**config.mk**
```make
export PLATFORM = sky130hd
export DESIGN_NAME = nyq_seq_ctrl_flat
export DESIGN_NICKNAME = d
export VERILOG_FILES = /design/src/rtl/nyq_pkg.sv /design/src/rtl/nyq_seq_ctrl_if.sv /design/src/rtl/nyq_phase_cnt.sv /design/src/rtl/nyq_seq_ctrl.sv /design/src/flat_wrapper.sv
export SDC_FILE = /design/constraint.sdc
export NUM_CORES = 1
export LEC_CHECK = 0
export CAP_MARGIN = 20
export CORE_MARGIN = 4
export CORE_UTILIZATION = 25
export DETAILED_ROUTE_END_ITERATION = 6
export GPL_ROUTABILITY_DRIVEN = 0
export SYNTH_ARGS = -nofsm -noshare
export SYNTH_HDL_FRONTEND = slang
export SYNTH_SLANG_ARGS = --single-unit
```
**constraint.sdc**
```tcl
create_clock -name Clk_CI -period 4.4 [get_ports Clk_CI]
set_input_delay 0.66 -clock Clk_CI [delete_from_list [all_inputs] [get_ports Clk_CI]]
set_output_delay 0.66 -clock Clk_CI [all_outputs]
set_load 0.02 [all_outputs]
```
**src/rtl/nyq_pkg.sv**
```systemverilog
// NYQ phase sequencer shared types.
// State encoding and width defaults.
package nyq_pkg;

  localparam int CNT_W_DEF = 3;
  localparam int FRM_W_DEF = 8;

  localparam logic [CNT_W_DEF-1:0] PHASE_RST = '1;

  typedef enum logic [2:0] {
    S_IDLE,
    S_ARMED,
    S_RUN,
    S_DRAIN,
    S_DONE
  } state_t;

endpackage

```
**src/rtl/nyq_seq_ctrl_if.sv**
```systemverilog
// NYQ sequencer configuration handshake.
// Master offers a frame config, slave accepts.
interface nyq_seq_ctrl_if #(
  parameter int CNT_W = 3,
  parameter int FRM_W = 8
);

  logic             Cfg_Valid_SI;
  logic             Cfg_Ready_SO;
  logic [CNT_W-1:0] Cfg_Last_DI;
  logic [FRM_W-1:0] Cfg_Frames_DI;

  modport master (
    output Cfg_Valid_SI,
    output Cfg_Last_DI,
    output Cfg_Frames_DI,
    input  Cfg_Ready_SO
  );

  modport slave (
    input  Cfg_Valid_SI,
    input  Cfg_Last_DI,
    input  Cfg_Frames_DI,
    output Cfg_Ready_SO
  );

endinterface

```
**src/rtl/nyq_phase_cnt.sv**
```systemverilog
// Loadable phase down-counter.
// Resets to all ones; load wins over enable.
module nyq_phase_cnt
  import nyq_pkg::*;
#(
  parameter int CNT_W = CNT_W_DEF
) (
  input  logic             Clk_CI,
  input  logic             Rst_RBI,
  input  logic             Load_SI,
  input  logic             Enable_SI,
  input  logic [CNT_W-1:0] Load_DI,
  output logic [CNT_W-1:0] Cnt_DO,
  output logic             Zero_SO
);

  logic [CNT_W-1:0] cnt_q;

  // Phase register: load, decrement or hold.
  always_ff @(posedge Clk_CI) begin
    if (!Rst_RBI) begin
      cnt_q <= '1;
    end else if (Load_SI) begin
      cnt_q <= Load_DI;
    end else if (Enable_SI) begin
      cnt_q <= cnt_q - 1'b1;
    end
  end

  assign Cnt_DO  = cnt_q;
  assign Zero_SO = (cnt_q == '0);

endmodule

```
**src/rtl/nyq_seq_ctrl.sv**
```systemverilog
// NYQ phase sequencer: config, run, drain, done.
// Drives phase index and frame/run pulses.
module nyq_seq_ctrl
  import nyq_pkg::*;
#(
  parameter int CNT_W = CNT_W_DEF,
  parameter int FRM_W = FRM_W_DEF
) (
  input  logic             Clk_CI,
  input  logic             Rst_RBI,
  nyq_seq_ctrl_if.slave    Cfg,
  input  logic             Start_SI,
  input  logic             Stop_SI,
  output logic [CNT_W-1:0] Phase_DO,
  output logic             Phase_Valid_SO,
  output logic             Frame_Done_SO,
  output logic             Done_SO,
  output logic             Busy_SO
);

  state_t           state_q, state_d;
  logic [CNT_W-1:0] last_q, last_d;
  logic [FRM_W-1:0] frames_q, frames_d;
  logic [FRM_W-1:0] left_q, left_d;
  logic             valid_d, fd_d, done_d, busy_d;
  logic             ld, en, zero;
  logic [CNT_W-1:0] ld_val, phase_nxt;

  nyq_phase_cnt #(
    .CNT_W (CNT_W)
  ) u_cnt (
    .Clk_CI    (Clk_CI),
    .Rst_RBI   (Rst_RBI),
    .Load_SI   (ld),
    .Enable_SI (en),
    .Load_DI   (ld_val),
    .Cnt_DO    (Phase_DO),
    .Zero_SO   (zero)
  );

  assign Cfg.Cfg_Ready_SO = (state_q == S_IDLE);

  // State, latched config and registered outputs.
  always_ff @(posedge Clk_CI) begin
    if (!Rst_RBI) begin
      state_q        <= S_IDLE;
      last_q         <= '1;
      frames_q       <= '0;
      left_q         <= '0;
      Phase_Valid_SO <= 1'b0;
      Frame_Done_SO  <= 1'b0;
      Done_SO        <= 1'b0;
      Busy_SO        <= 1'b0;
    end else begin
      state_q        <= state_d;
      last_q         <= last_d;
      frames_q       <= frames_d;
      left_q         <= left_d;
      Phase_Valid_SO <= valid_d;
      Frame_Done_SO  <= fd_d;
      Done_SO        <= done_d;
      Busy_SO        <= busy_d;
    end
  end

  // Next state, counter control and next outputs.
  always_comb begin
    state_d  = state_q;
    last_d   = last_q;
    frames_d = frames_q;
    left_d   = left_q;
    ld       = 1'b0;
    en       = 1'b0;
    ld_val   = last_q;
    valid_d  = 1'b0;
    done_d   = 1'b0;
    unique case (state_q)
      S_IDLE: begin
        if (Cfg.Cfg_Valid_SI) begin
          last_d   = Cfg.Cfg_Last_DI;
          frames_d = Cfg.Cfg_Frames_DI;
          state_d  = S_ARMED;
        end
      end
      S_ARMED: begin
        if (Stop_SI) begin
          state_d = S_IDLE;
        end else if (Start_SI) begin
          state_d = S_RUN;
          ld      = 1'b1;
          left_d  = frames_q;
          valid_d = 1'b1;
        end
      end
      S_RUN, S_DRAIN: begin
        valid_d = 1'b1;
        if (zero) begin
          ld = 1'b1;
          if (left_q != '0) begin
            left_d = left_q - 1'b1;
          end
          // Wrap ends the run on drain, stop or final frame.
          if (state_q == S_DRAIN || Stop_SI ||
              left_q == FRM_W'(1)) begin
            state_d = S_DONE;
            ld_val  = '1;
            valid_d = 1'b0;
            done_d  = 1'b1;
          end
        end else begin
          en = 1'b1;
          if (state_q == S_RUN && Stop_SI) begin
            state_d = S_DRAIN;
          end
        end
      end
      S_DONE: begin
        state_d = S_ARMED;
      end
      default: begin
        state_d = S_IDLE;
      end
    endcase
    phase_nxt = ld ? ld_val : (en ? Phase_DO - 1'b1 : Phase_DO);
    fd_d      = valid_d && (phase_nxt == '0);
    busy_d    = (state_d == S_RUN) || (state_d == S_DRAIN);
  end

endmodule

```
**src/flat_wrapper.sv**
```systemverilog
// flat-port wrapper written by rule: the top's interface ports become plain ports
module nyq_seq_ctrl_flat import nyq_pkg::*;
#(
  parameter int CNT_W = CNT_W_DEF,
  parameter int FRM_W = FRM_W_DEF
)
  (Clk_CI, Rst_RBI, Start_SI, Stop_SI, Phase_DO, Phase_Valid_SO, Frame_Done_SO, Done_SO, Busy_SO, Cfg_Cfg_Valid_SI, Cfg_Cfg_Last_DI, Cfg_Cfg_Frames_DI, Cfg_Cfg_Ready_SO);
  nyq_seq_ctrl_if #(.CNT_W(CNT_W), .FRM_W(FRM_W)) Cfg_i ();
  input  logic Clk_CI;
  input  logic Rst_RBI;
  input  logic Start_SI;
  input  logic Stop_SI;
  output logic [CNT_W-1:0] Phase_DO;
  output logic Phase_Valid_SO;
  output logic Frame_Done_SO;
  output logic Done_SO;
  output logic Busy_SO;
  input wire logic [$bits(Cfg_i.Cfg_Valid_SI)-1:0] Cfg_Cfg_Valid_SI;
  input wire logic [$bits(Cfg_i.Cfg_Last_DI)-1:0] Cfg_Cfg_Last_DI;
  input wire logic [$bits(Cfg_i.Cfg_Frames_DI)-1:0] Cfg_Cfg_Frames_DI;
  output wire logic [$bits(Cfg_i.Cfg_Ready_SO)-1:0] Cfg_Cfg_Ready_SO;
  assign Cfg_i.Cfg_Valid_SI = Cfg_Cfg_Valid_SI;
  assign Cfg_i.Cfg_Last_DI = Cfg_Cfg_Last_DI;
  assign Cfg_i.Cfg_Frames_DI = Cfg_Cfg_Frames_DI;
  assign Cfg_Cfg_Ready_SO = Cfg_i.Cfg_Ready_SO;
  nyq_seq_ctrl #(.CNT_W(CNT_W), .FRM_W(FRM_W)) u_core (.Clk_CI(Clk_CI), .Rst_RBI(Rst_RBI), .Cfg(Cfg_i), .Start_SI(Start_SI), .Stop_SI(Stop_SI), .Phase_DO(Phase_DO), .Phase_Valid_SO(Phase_Valid_SO), .Frame_Done_SO(Frame_Done_SO), .Done_SO(Done_SO), .Busy_SO(Busy_SO));
endmodule
```
==> flow_metrics.env, run 1 <==
export IMPL_slowest_delay_ns=0.52
export IMPL_routed_wirelength_um=3590
export IMPL_dieWidth_um=85.0
export IMPL_final_min_clock_period_ns=2.51
export IMPL_worstHoldPathCells=2
export IMPL_relSlewSlack=0.399
export IMPL_clk_latency_ns=0.28
export IMPL_r2r_start="u_core.state_q[1]"
export IMPL_place_hpwl_um=2550
export IMPL_cts_setup_buffers=0
export IMPL_die_h_um=85.0
export IMPL_syn_area_mm2=0.00148
export IMPL_drive_above_1_share=0.0704
export IMPL_fin_setup_tns_ns=0
export IMPL_fmax_mhz=398
export IMPL_ctsHtreeMaxLevel=2
export IMPL_syn_mean_instance_area_um2=8.28
export IMPL_clock_path_buffers=2
export IMPL_setup_violations=0
export IMPL_drt_antenna_violating_nets=0
export IMPL_p_per_area_mw_per_mm2=315
export IMPL_synth_area_leaders="dfxtp_1 39%, nand2_1 8.6%, a21boi_0 5.6%"
export IMPL_first_global_vias=1287
export IMPL_tritoncts="yes"
export IMPL_drt_pass1_iterations=4
export IMPL_hold_path_end="u_core.frames_q[3]"
export IMPL_r2r_slack_ns=2.11
export IMPL_power_total_uw=582
export IMPL_crit_required_ns=4.61
export IMPL_ir_drop_mv=0.106
export IMPL_antennaDiodeCount=0
export IMPL_synth_edf_count=0
export IMPL_ys_seq_area_frac=0.392
export IMPL_grt_first_pass_wirelength_um=6160
export IMPL_detailroute_via_count=1346
export IMPL_hold_path_class="reg2reg"
export IMPL_grt_ovfl_total=0
export IMPL_synth_warnings=0
export IMPL_post_cts_resize_count=0
export IMPL_place_area_mm2=0.00176
export IMPL_synthArstFlopShare=0
export IMPL_dieArea_mm2=0.00723
export IMPL_netlist_area_leader_share=0.392
export IMPL_yosysTopAreaCell="dfxtp_1"
export IMPL_skew_ns=0.00306
export IMPL_grt_max_degree=29
export IMPL_cp_arrival_ns=2.72
export IMPL_clock_sinks=29
export IMPL_clkTransAtPathRegs_ns=0.06
export IMPL_finalHoldViolCount=0
export IMPL_fin_ws_ns=1.89
export IMPL_end_kind="flip-flop"
export IMPL_worst_pin_slew_ns=0.899
export IMPL_p_leak_uw=0.000654
export IMPL_worst_r2r_path_depth=5
export IMPL_startpoint_type="primary input"
export IMPL_wl_per_cell_um=13.3
export IMPL_hp_start="u_core.frames_q[3]"
export IMPL_synthesis_nets=200
export IMPL_syn2layout_area_growth_pct=24.6
export IMPL_synth_seq_cells=29
export IMPL_timing_hold_ws_ns=0.469
export IMPL_drc=0
export IMPL_track_usage=0.106
export IMPL_ys_types=47
export IMPL_cp_slowest_cell="or4_1"
export IMPL_critPathKind="in2reg"
export IMPL_detailedPlace_worstSlack_ns=1.64
export IMPL_ys_flop_type="dfxtp_1"
export IMPL_initial_core_util=0.263
export IMPL_r2r_end="u_core.left_q[5]"
export IMPL_timing_final_crit_share=0.571
export IMPL_cts_hold_buf=0
export IMPL_core_area_mm2=0.00564
export IMPL_fp_row_count=27
export IMPL_avgViaCountPerCell=4.97
export IMPL_root_buffer="clkbuf_8"
export IMPL_port_buffers=23
export IMPL_rsz0062_at_grt="no"
export IMPL_cts_made_buffers=5
export IMPL_crit_chain="clkdlybuf4s50_1 -> and3b_2 -> nor3b_4 -> o22ai_2 -> or4_1 -> a21boi_1"
export IMPL_slew_violations=0
export IMPL_cp_max_fo=10
export IMPL_pin_count=24
export IMPL_final_area_mm2=0.00185
export IMPL_synthCells=179
export IMPL_fin_nets=220
export IMPL_antenna_found_initial=0
export IMPL_cap_violations=0
export IMPL_status="completed"
export IMPL_drt_iter0_drc=133
-- layout by cell type (no fill, tap or decap), types with 4 or more instances in the layout --
| master | instances |
|---|---|
| nand2_1 | 34 |
| dfxtp_1 | 29 |
| clkdlybuf4s50_1 | 23 |
| nor2_1 | 11 |
| a21boi_0 | 11 |
| a21oi_1 | 8 |
| o21ai_0 | 7 |
| inv_1 | 6 |
| clkbuf_8 | 6 |
| nor3_1 | 5 |
| ha_1 | 5 |
| nand3_1 | 4 |
-- where the power goes --
group / switching (uW) / total [uW] / leakage (uW) / internal, uW
clock network: 95.5 / 219 / 0.0000443 / 124
logic: 40.5 / 78.2 / 0.000373 / 37.7
registers: 9.35 / 284 / 0.000237 / 275
-- area by class of cell --
cell class / instances / area [um2]
Clock buffer: 7 / 86.3
Inverter: 6 / 22.5
Timing Repair Buffer: 23 / 230
Multi-Input combinational cell: 134 / 837
Tap cell: 72 / 90.1
Sequential cell: 29 / 581
Fill cell: 600 / 3790
-- routing by layer --
metal	wire length (um)	share of wire	vias to the layer above	GRT usage
met3	231	0.064	6	0.0388
met5	0	0	-	0
met4	54	0.015	0	0.0417
met2	1600	0.45	40	0.154
li1	-	-	680	-
met1	1710	0.47	620	0.140
-- sequential cells by signal (all words and copies together) (netlist names) --
| register | cells |
|---|---|
| u_core.u_cnt.Cnt_DO | 3 |
| u_core.left_q | 8 |
| u_core.Frame_Done_SO | 1 |
| u_core.state_q | 3 |
| u_core.Done_SO | 1 |
| u_core.last_q | 3 |
| u_core.Phase_Valid_SO | 1 |
| u_core.frames_q | 8 |
| u_core.Busy_SO | 1 |
-- metrics by stage --
step / util / std cells
2_1_floorplan: - / 179
3_3_place_gp: 0.312 / 264
3_5_place_dp: 0.312 / 264
4_1_cts: 0.327 / 271
5_1_grt: 0.327 / 271
6_report: 0.327 / 271
-- cells by family after synthesis --
logic type,Yosys count,share of synthesized area
muxes,1,0.00675
and+or+nand+nor,78,0.278
buffers and inverters,16,0.0439
AOI/OAI and AO/OA,50,0.238
adders and majority gates,5,0.0422
DFF,29,0.392
-- critical path: cells and delay by family --
| family | cells | cell delay, ns |
|---|---|---|
| buffers and inverters | 1 | 0.46 |
| AOI/OAI and AO/OA | 2 | 0.37 |
| and+or+nand+nor | 3 | 1.22 |
-- synthesized netlist by cell type (2+ instances only) --
cell type	number
inv_1	6
nand2_1	34
a21o_1	2
nand2b_1	3
nor4b_2	2
nor2_1	11
o21ai_0	7
clkbuf_1	4
and2_1	2
o211ai_1	2
a31oi_1	3
o21a_1	2
nor2b_1	2
buf_2	4
nand3_1	4
nor3_1	5
dfxtp_1	29
a21oi_1	8
nor3b_1	3
ha_1	5
nor4b_1	2
nor4_1	2
a21boi_0	11
buf_1	2
o22ai_1	2
-- worst max path at each step --
stage          startpoint  slack [ns]  cells past startpoint                to
2_1_floorplan     Stop_SI        2.33                      5  u_core.left_q[5]
3_3_place_gp      Stop_SI        1.68                      6  u_core.left_q[5]
3_5_place_dp      Stop_SI        1.64                      6  u_core.left_q[5]
4_1_cts           Stop_SI        1.92                      6  u_core.left_q[5]
5_1_grt           Stop_SI        1.76                      6  u_core.left_q[5]
6_report          Stop_SI        1.89                      6  u_core.left_q[5]
Note: power is estimated with default switching activity, not from simulation.
==> run 2: changes to the inputs <==
Clock period 4.4 ns to 2.02 ns, I/O delays scaled along.
==> run 2 against run 1 <==
Global-route usage down 0.21 points. Clock skew is 0.0011 ns higher. Total power rose by 130%. Final cell count is 6.3% higher. Via count increased by 1.3%. Worst setup slack lost 1.7 ns. Combinational power grew 130%. Clock-buffer cell count stayed put. Hold slack gained 0.00076 ns.
==> flow_metrics.env, run 2 (synthesized netlist as in run 1, its figures left out) <==
export IMPL_status="completed"
export IMPL_drive_above_1_share=0.148
export IMPL_dieArea_mm2=0.00723
export IMPL_pin_count=24
export IMPL_slew_violations=0
export IMPL_cp_arrival_ns=2.01
export IMPL_grt_first_pass_wirelength_um=6030
export IMPL_routed_wirelength_um=3660
export IMPL_track_usage=0.103
export IMPL_ctsHtreeMaxLevel=2
export IMPL_clock_sinks=29
export IMPL_cp_top_family="simple AND/OR/NAND/NOR gates"
export IMPL_grt_max_degree=18
export IMPL_slowest_delay_ns=0.44
export IMPL_p_leak_uw=0.000745
export IMPL_startpoint_type="flip-flop"
export IMPL_setup_violations=0
export IMPL_cpMostUsedCell="nor4b_2"
export IMPL_fin_nets=236
export IMPL_end_kind="flip-flop"
export IMPL_seqCellArea_um2=581
export IMPL_path_buf_inv=1
export IMPL_hold_path_class="reg2reg"
export IMPL_port_buffers=23
export IMPL_dpl_cell_count=280
export IMPL_cts_hold_buf=0
export IMPL_place_hpwl_um=2670
export IMPL_p_per_area_mw_per_mm2=671
export IMPL_final_common_cell="nand2_1"
export IMPL_grt_ovfl_total=0
export IMPL_core_area_mm2=0.00564
export IMPL_crit_required_ns=2.22
export IMPL_fin_cells=288
export IMPL_final_util=0.352
export IMPL_root_buffer="clkbuf_8"
export IMPL_worst_r2r_path_depth=6
export IMPL_skew_ns=0.00416
export IMPL_wl_per_cell_um=12.7
export IMPL_detailroute_via_count=1363
export IMPL_fp_row_count=27
export IMPL_top_regs="u_core.frames_q (8), u_core.left_q (8)"
export IMPL_post_cts_resize_count=0
export IMPL_avgViaCountPerCell=4.73
export IMPL_tritoncts="yes"
export IMPL_syn2layout_area_growth_pct=33.8
export IMPL_cap_violations=0
export IMPL_die_h_um=85.0
export IMPL_multi_input_area_um2=837
export IMPL_worstHoldPathCells=2
export IMPL_relSlewSlack=0.692
export IMPL_ir_drop_mv=0.239
export IMPL_antennaDiodeCount=0
export IMPL_final_min_clock_period_ns=1.81
export IMPL_drc=0
export IMPL_drt_antenna_violating_nets=0
export IMPL_critPathKind="reg2reg"
export IMPL_initial_core_util=0.263
export IMPL_drt_iter0_drc=116
export IMPL_cp_slowest_cell="dfxtp_1"
export IMPL_cts_made_buffers=5
export IMPL_final_cell_mix="34 x nand2_1, 29 x dfxtp_1, 22 x clkdlybuf4s50_1, 16 x buf_4"
export IMPL_timing_final_crit_share=0.895
export IMPL_crit_chain="nor4_1 -> buf_4 -> a311oi_1 -> nor3_1 -> nor4b_2 -> nor4b_2"
export IMPL_clkTransAtPathRegs_ns=0.06
export IMPL_first_global_vias=1277
export IMPL_cp_num_cells=6
export IMPL_drt_pass1_iterations=4
export IMPL_dieWidth_um=85.0
export IMPL_clk_latency_ns=0.28
export IMPL_worst_pin_slew_ns=0.463
export IMPL_clock_path_buffers=2
export IMPL_num_fill_cells=590
export IMPL_finalHoldViolCount=0
export IMPL_cts_setup_buffers=0
export IMPL_antenna_found_initial=0
export IMPL_cp_max_fo=7
export IMPL_rsz0062_at_grt="no"
export IMPL_fmax_mhz=553
-- run 2: worst paths after layout --
path	startpoint	to	slack (ns)
max	u_core.left_q[4]	u_core.Frame_Done_SO	0.21
min	u_core.frames_q[1]	u_core.frames_q[1]	0.47
max reg2reg	u_core.left_q[4]	u_core.Frame_Done_SO	0.21
min reg2reg	u_core.frames_q[1]	u_core.frames_q[1]	0.47
-- run 2: final cells by class --
type	count	area share
Clock buffer	7	0.0485
Clock inverter	1	0.00252
Inverter	6	0.0113
Multi-Input combinational cell	134	0.422
Sequential cell	29	0.293
Tap cell	72	0.0454
Timing Repair Buffer	39	0.178
-- run 2: layer usage --
metal | wire length (um) | track usage | part of all wire | vias to the layer above
li1 | - | - | - | 710
met1 | 1760 | 0.136 | 0.48 | 607
met2 | 1620 | 0.156 | 0.44 | 41
met3 | 230 | 0.0340 | 0.063 | 5
met4 | 47 | 0.0388 | 0.013 | 0
met5 | 0 | 0 | 0 | -
-- run 2: where the power goes --
part	switching, uW	internal (uW)	total, uW
logic	89.2	94.1	183
clock network	222	307	529
registers	20.9	598	619
total	332	1000	1330
-- run 2: stage by stage --
stage / setup slack, ns / area [um2] / TNS, ns / hold slack (ns) / power, uW
after floorplan: 0.137 / 1480 / 0 / 0.427 / 730
after global placement: -0.0194 / 1880 / -0.0354 / 0.455 / 815
after detailed placement: -0.0689 / 1880 / -0.146 / 0.464 / 816
after CTS: 0.0191 / 1980 / 0 / 0.473 / 1350
after global routing: 0.0899 / 1980 / 0 / 0.493 / 1390
final: 0.213 / 1980 / 0 / 0.470 / 1330
-- run 2: tightest hold or removal path, delay by kind of cell, from the launching register on --
| kind | cells | cell delay (ns) |
|---|---|---|
| AO/OA/AOI/OAI | 1 | 0.06 |
| flip-flops | 1 | 0.31 |
| AND/OR/NAND/NOR | 1 | 0.05 |
==> run 3: changes to the inputs <==
Settings changed: REMOVE_ABC_BUFFERS set to 1.
==> run 3 against run 2 <==
Non-clock buffer count grew 4. Sequential power is essentially flat. Fmax shrank 2.6%. Cell area grew 1.5%. Register-to-register slack lost 0.02 ns. Sequential share of layout area shrank 0.44 points. Total power grew 0.55%. Via count grew 2.6%. Sequential cell count is the same. Wire length grew 5.9%. Critical endpoint is now u_core.left_q[5]. Largest cell class unchanged. Die area is the same.
==> flow_metrics.env, run 3 (synthesized netlist as in run 1, its figures left out) <==
export IMPL_final_min_clock_period_ns=1.85
export IMPL_cp_num_cells=6
export IMPL_dieArea_mm2=0.00723
export IMPL_antenna_found_initial=0
export IMPL_relSlewSlack=0.658
export IMPL_startpoint_type="primary input"
export IMPL_finalHoldViolCount=0
export IMPL_r2r_slack_ns=0.19
export IMPL_detailroute_via_count=1399
export IMPL_fmax_mhz=539
export IMPL_end_kind="flip-flop"
export IMPL_drt_iter0_drc=105
export IMPL_rsz0062_at_grt="no"
export IMPL_track_usage=0.114
export IMPL_top_regs="u_core.frames_q (8), u_core.left_q (8)"
export IMPL_setup_violations=0
export IMPL_syn2layout_area_growth_pct=35.9
export IMPL_slowest_delay_ns=0.48
export IMPL_drt_antenna_violating_nets=0
export IMPL_place_hpwl_um=2840
export IMPL_clock_sinks=29
export IMPL_core_area_mm2=0.00564
export IMPL_clk_latency_ns=0.28
export IMPL_fp_row_count=27
export IMPL_ctsHtreeMaxLevel=2
export IMPL_final_cell_mix="34 x nand2_1, 29 x dfxtp_1, 22 x clkdlybuf4s50_1, 20 x buf_4"
export IMPL_routed_wirelength_um=3870
export IMPL_cp_slowest_cell="or4_1"
export IMPL_antennaDiodeCount=0
export IMPL_dieWidth_um=85.0
export IMPL_critPathKind="in2reg"
export IMPL_crit_chain="clkdlybuf4s50_1 -> and3b_2 -> nor3b_4 -> o22ai_2 -> or4_1 -> a21boi_1"
export IMPL_num_fill_cells=601
export IMPL_initial_core_util=0.263
export IMPL_p_per_area_mw_per_mm2=665
export IMPL_drive_above_1_share=0.164
export IMPL_avgViaCountPerCell=4.79
export IMPL_port_buffers=23
export IMPL_cp_top_family="simple AND/OR/NAND/NOR gates"
export IMPL_first_global_vias=1377
export IMPL_fin_ws_ns=0.165
export IMPL_grt_ovfl_total=0
export IMPL_status="completed"
export IMPL_drc=0
export IMPL_worst_r2r_path_depth=5
export IMPL_path_buf_inv=1
export IMPL_r2r_start="u_core.state_q[2]"
export IMPL_die_h_um=85.0
export IMPL_timing_final_crit_share=0.918
export IMPL_cap_violations=0
export IMPL_slew_violations=0
export IMPL_critPathLaunch="Stop_SI"
export IMPL_root_buffer="clkbuf_8"
export IMPL_detailedPlace_worstSlack_ns=-0.0897
export IMPL_ir_drop_mv=0.290
export IMPL_cp_arrival_ns=2.07
export IMPL_tritoncts="yes"
export IMPL_p_leak_uw=0.000768
export IMPL_r2r_end="u_core.u_cnt.Cnt_DO[2]"
export IMPL_grt_max_degree=24
export IMPL_clock_path_buffers=2
export IMPL_fin_nets=240
export IMPL_cts_made_buffers=5
export IMPL_timing_hold_ws_ns=0.466
export IMPL_drt_pass1_iterations=4
export IMPL_wl_per_cell_um=13.3
export IMPL_grt_first_pass_wirelength_um=6560
export IMPL_worst_pin_slew_ns=0.511
export IMPL_hold_path_class="reg2reg"
export IMPL_final_common_cell="nand2_1"
export IMPL_final_util=0.357
export IMPL_cp_max_fo=6
export IMPL_pin_count=24
export IMPL_worstSetupEndpoint="u_core.left_q[5]"
export IMPL_skew_ns=0.00949
export IMPL_crit_required_ns=2.24
export IMPL_clkTransAtPathRegs_ns=0.07
==> run 3: changes by cell type in the layout (fill, tap and decap cells not counted), sizes merged <==
cell and delta:
buf +4
==> run 3: what timing repair did <==
| item | CTS | global route |
|---|---|---|
| setup endpoints to repair | 0 | 1 |
| hold buffers | 0 | 0 |
| buffers inserted | 0 | 0 |
| resized for setup | 0 | 1 |
==> run 3: power by group <==
group / switching (uW) / internal [uW] / leakage (uW) / total, uW
logic: 96.3 / 98.5 / 0.000478 / 195
clock network: 221 / 307 / 0.0000542 / 528
registers: 18.1 / 598 / 0.000237 / 616
total: 335 / 1000 / 0.000768 / 1340
==> run 3: worst min path at each step <==
stage / startpoint / end / slack [ns] / depth (start not counted)
finish: u_core.frames_q[6] / u_core.frames_q[6] / 0.47 / 2
global route: u_core.frames_q[4] / u_core.frames_q[4] / 0.50 / 2
CTS: u_core.frames_q[3] / u_core.frames_q[3] / 0.47 / 2
detailed placement: u_core.frames_q[3] / u_core.frames_q[3] / 0.46 / 2
global placement: u_core.frames_q[7] / u_core.frames_q[7] / 0.46 / 2
floorplan: Rst_RBI / u_core.last_q[1] / 0.37 / 1
==> run 3: area by class of cell <==
class	count	area, um2	area share
Sequential cell	29	581	0.288
Timing Repair Buffer	43	383	0.190
Inverter	6	22.5	0.0112
Multi-Input combinational cell	134	837	0.416
Clock inverter	1	5.00	0.00248
Clock buffer	7	96.3	0.0478
Tap cell	72	90.1	0.0447
==> run 3: stage by stage <==
stage	setup TNS (ns)	cells	area [um2]	power, uW
after floorplan	0	169	1440	722
after global placement	-0.396	284	1910	823
after detailed placement	-0.346	284	1910	825
after CTS	0	292	2010	1360
after global routing	0	292	2010	1410
final	0	292	2010	1340
==> run 3: per-layer routing <==
metal  wire length [um]  vias to the layer above  track usage
li1                   -                      716            -
met1               1910                      648        0.151
met2               1710                       28        0.171
met3                146                        7       0.0252
met4                102                        0       0.0662
met5                  0                        -            0
==> run 3: worst register-to-register path, delay by kind of cell, from the launching register on <==
| kind | cells | cell delay, ns |
|---|---|---|
| flops | 1 | 0.43 |
| simple gates | 3 | 0.92 |
| compound gates | 2 | 0.41 |
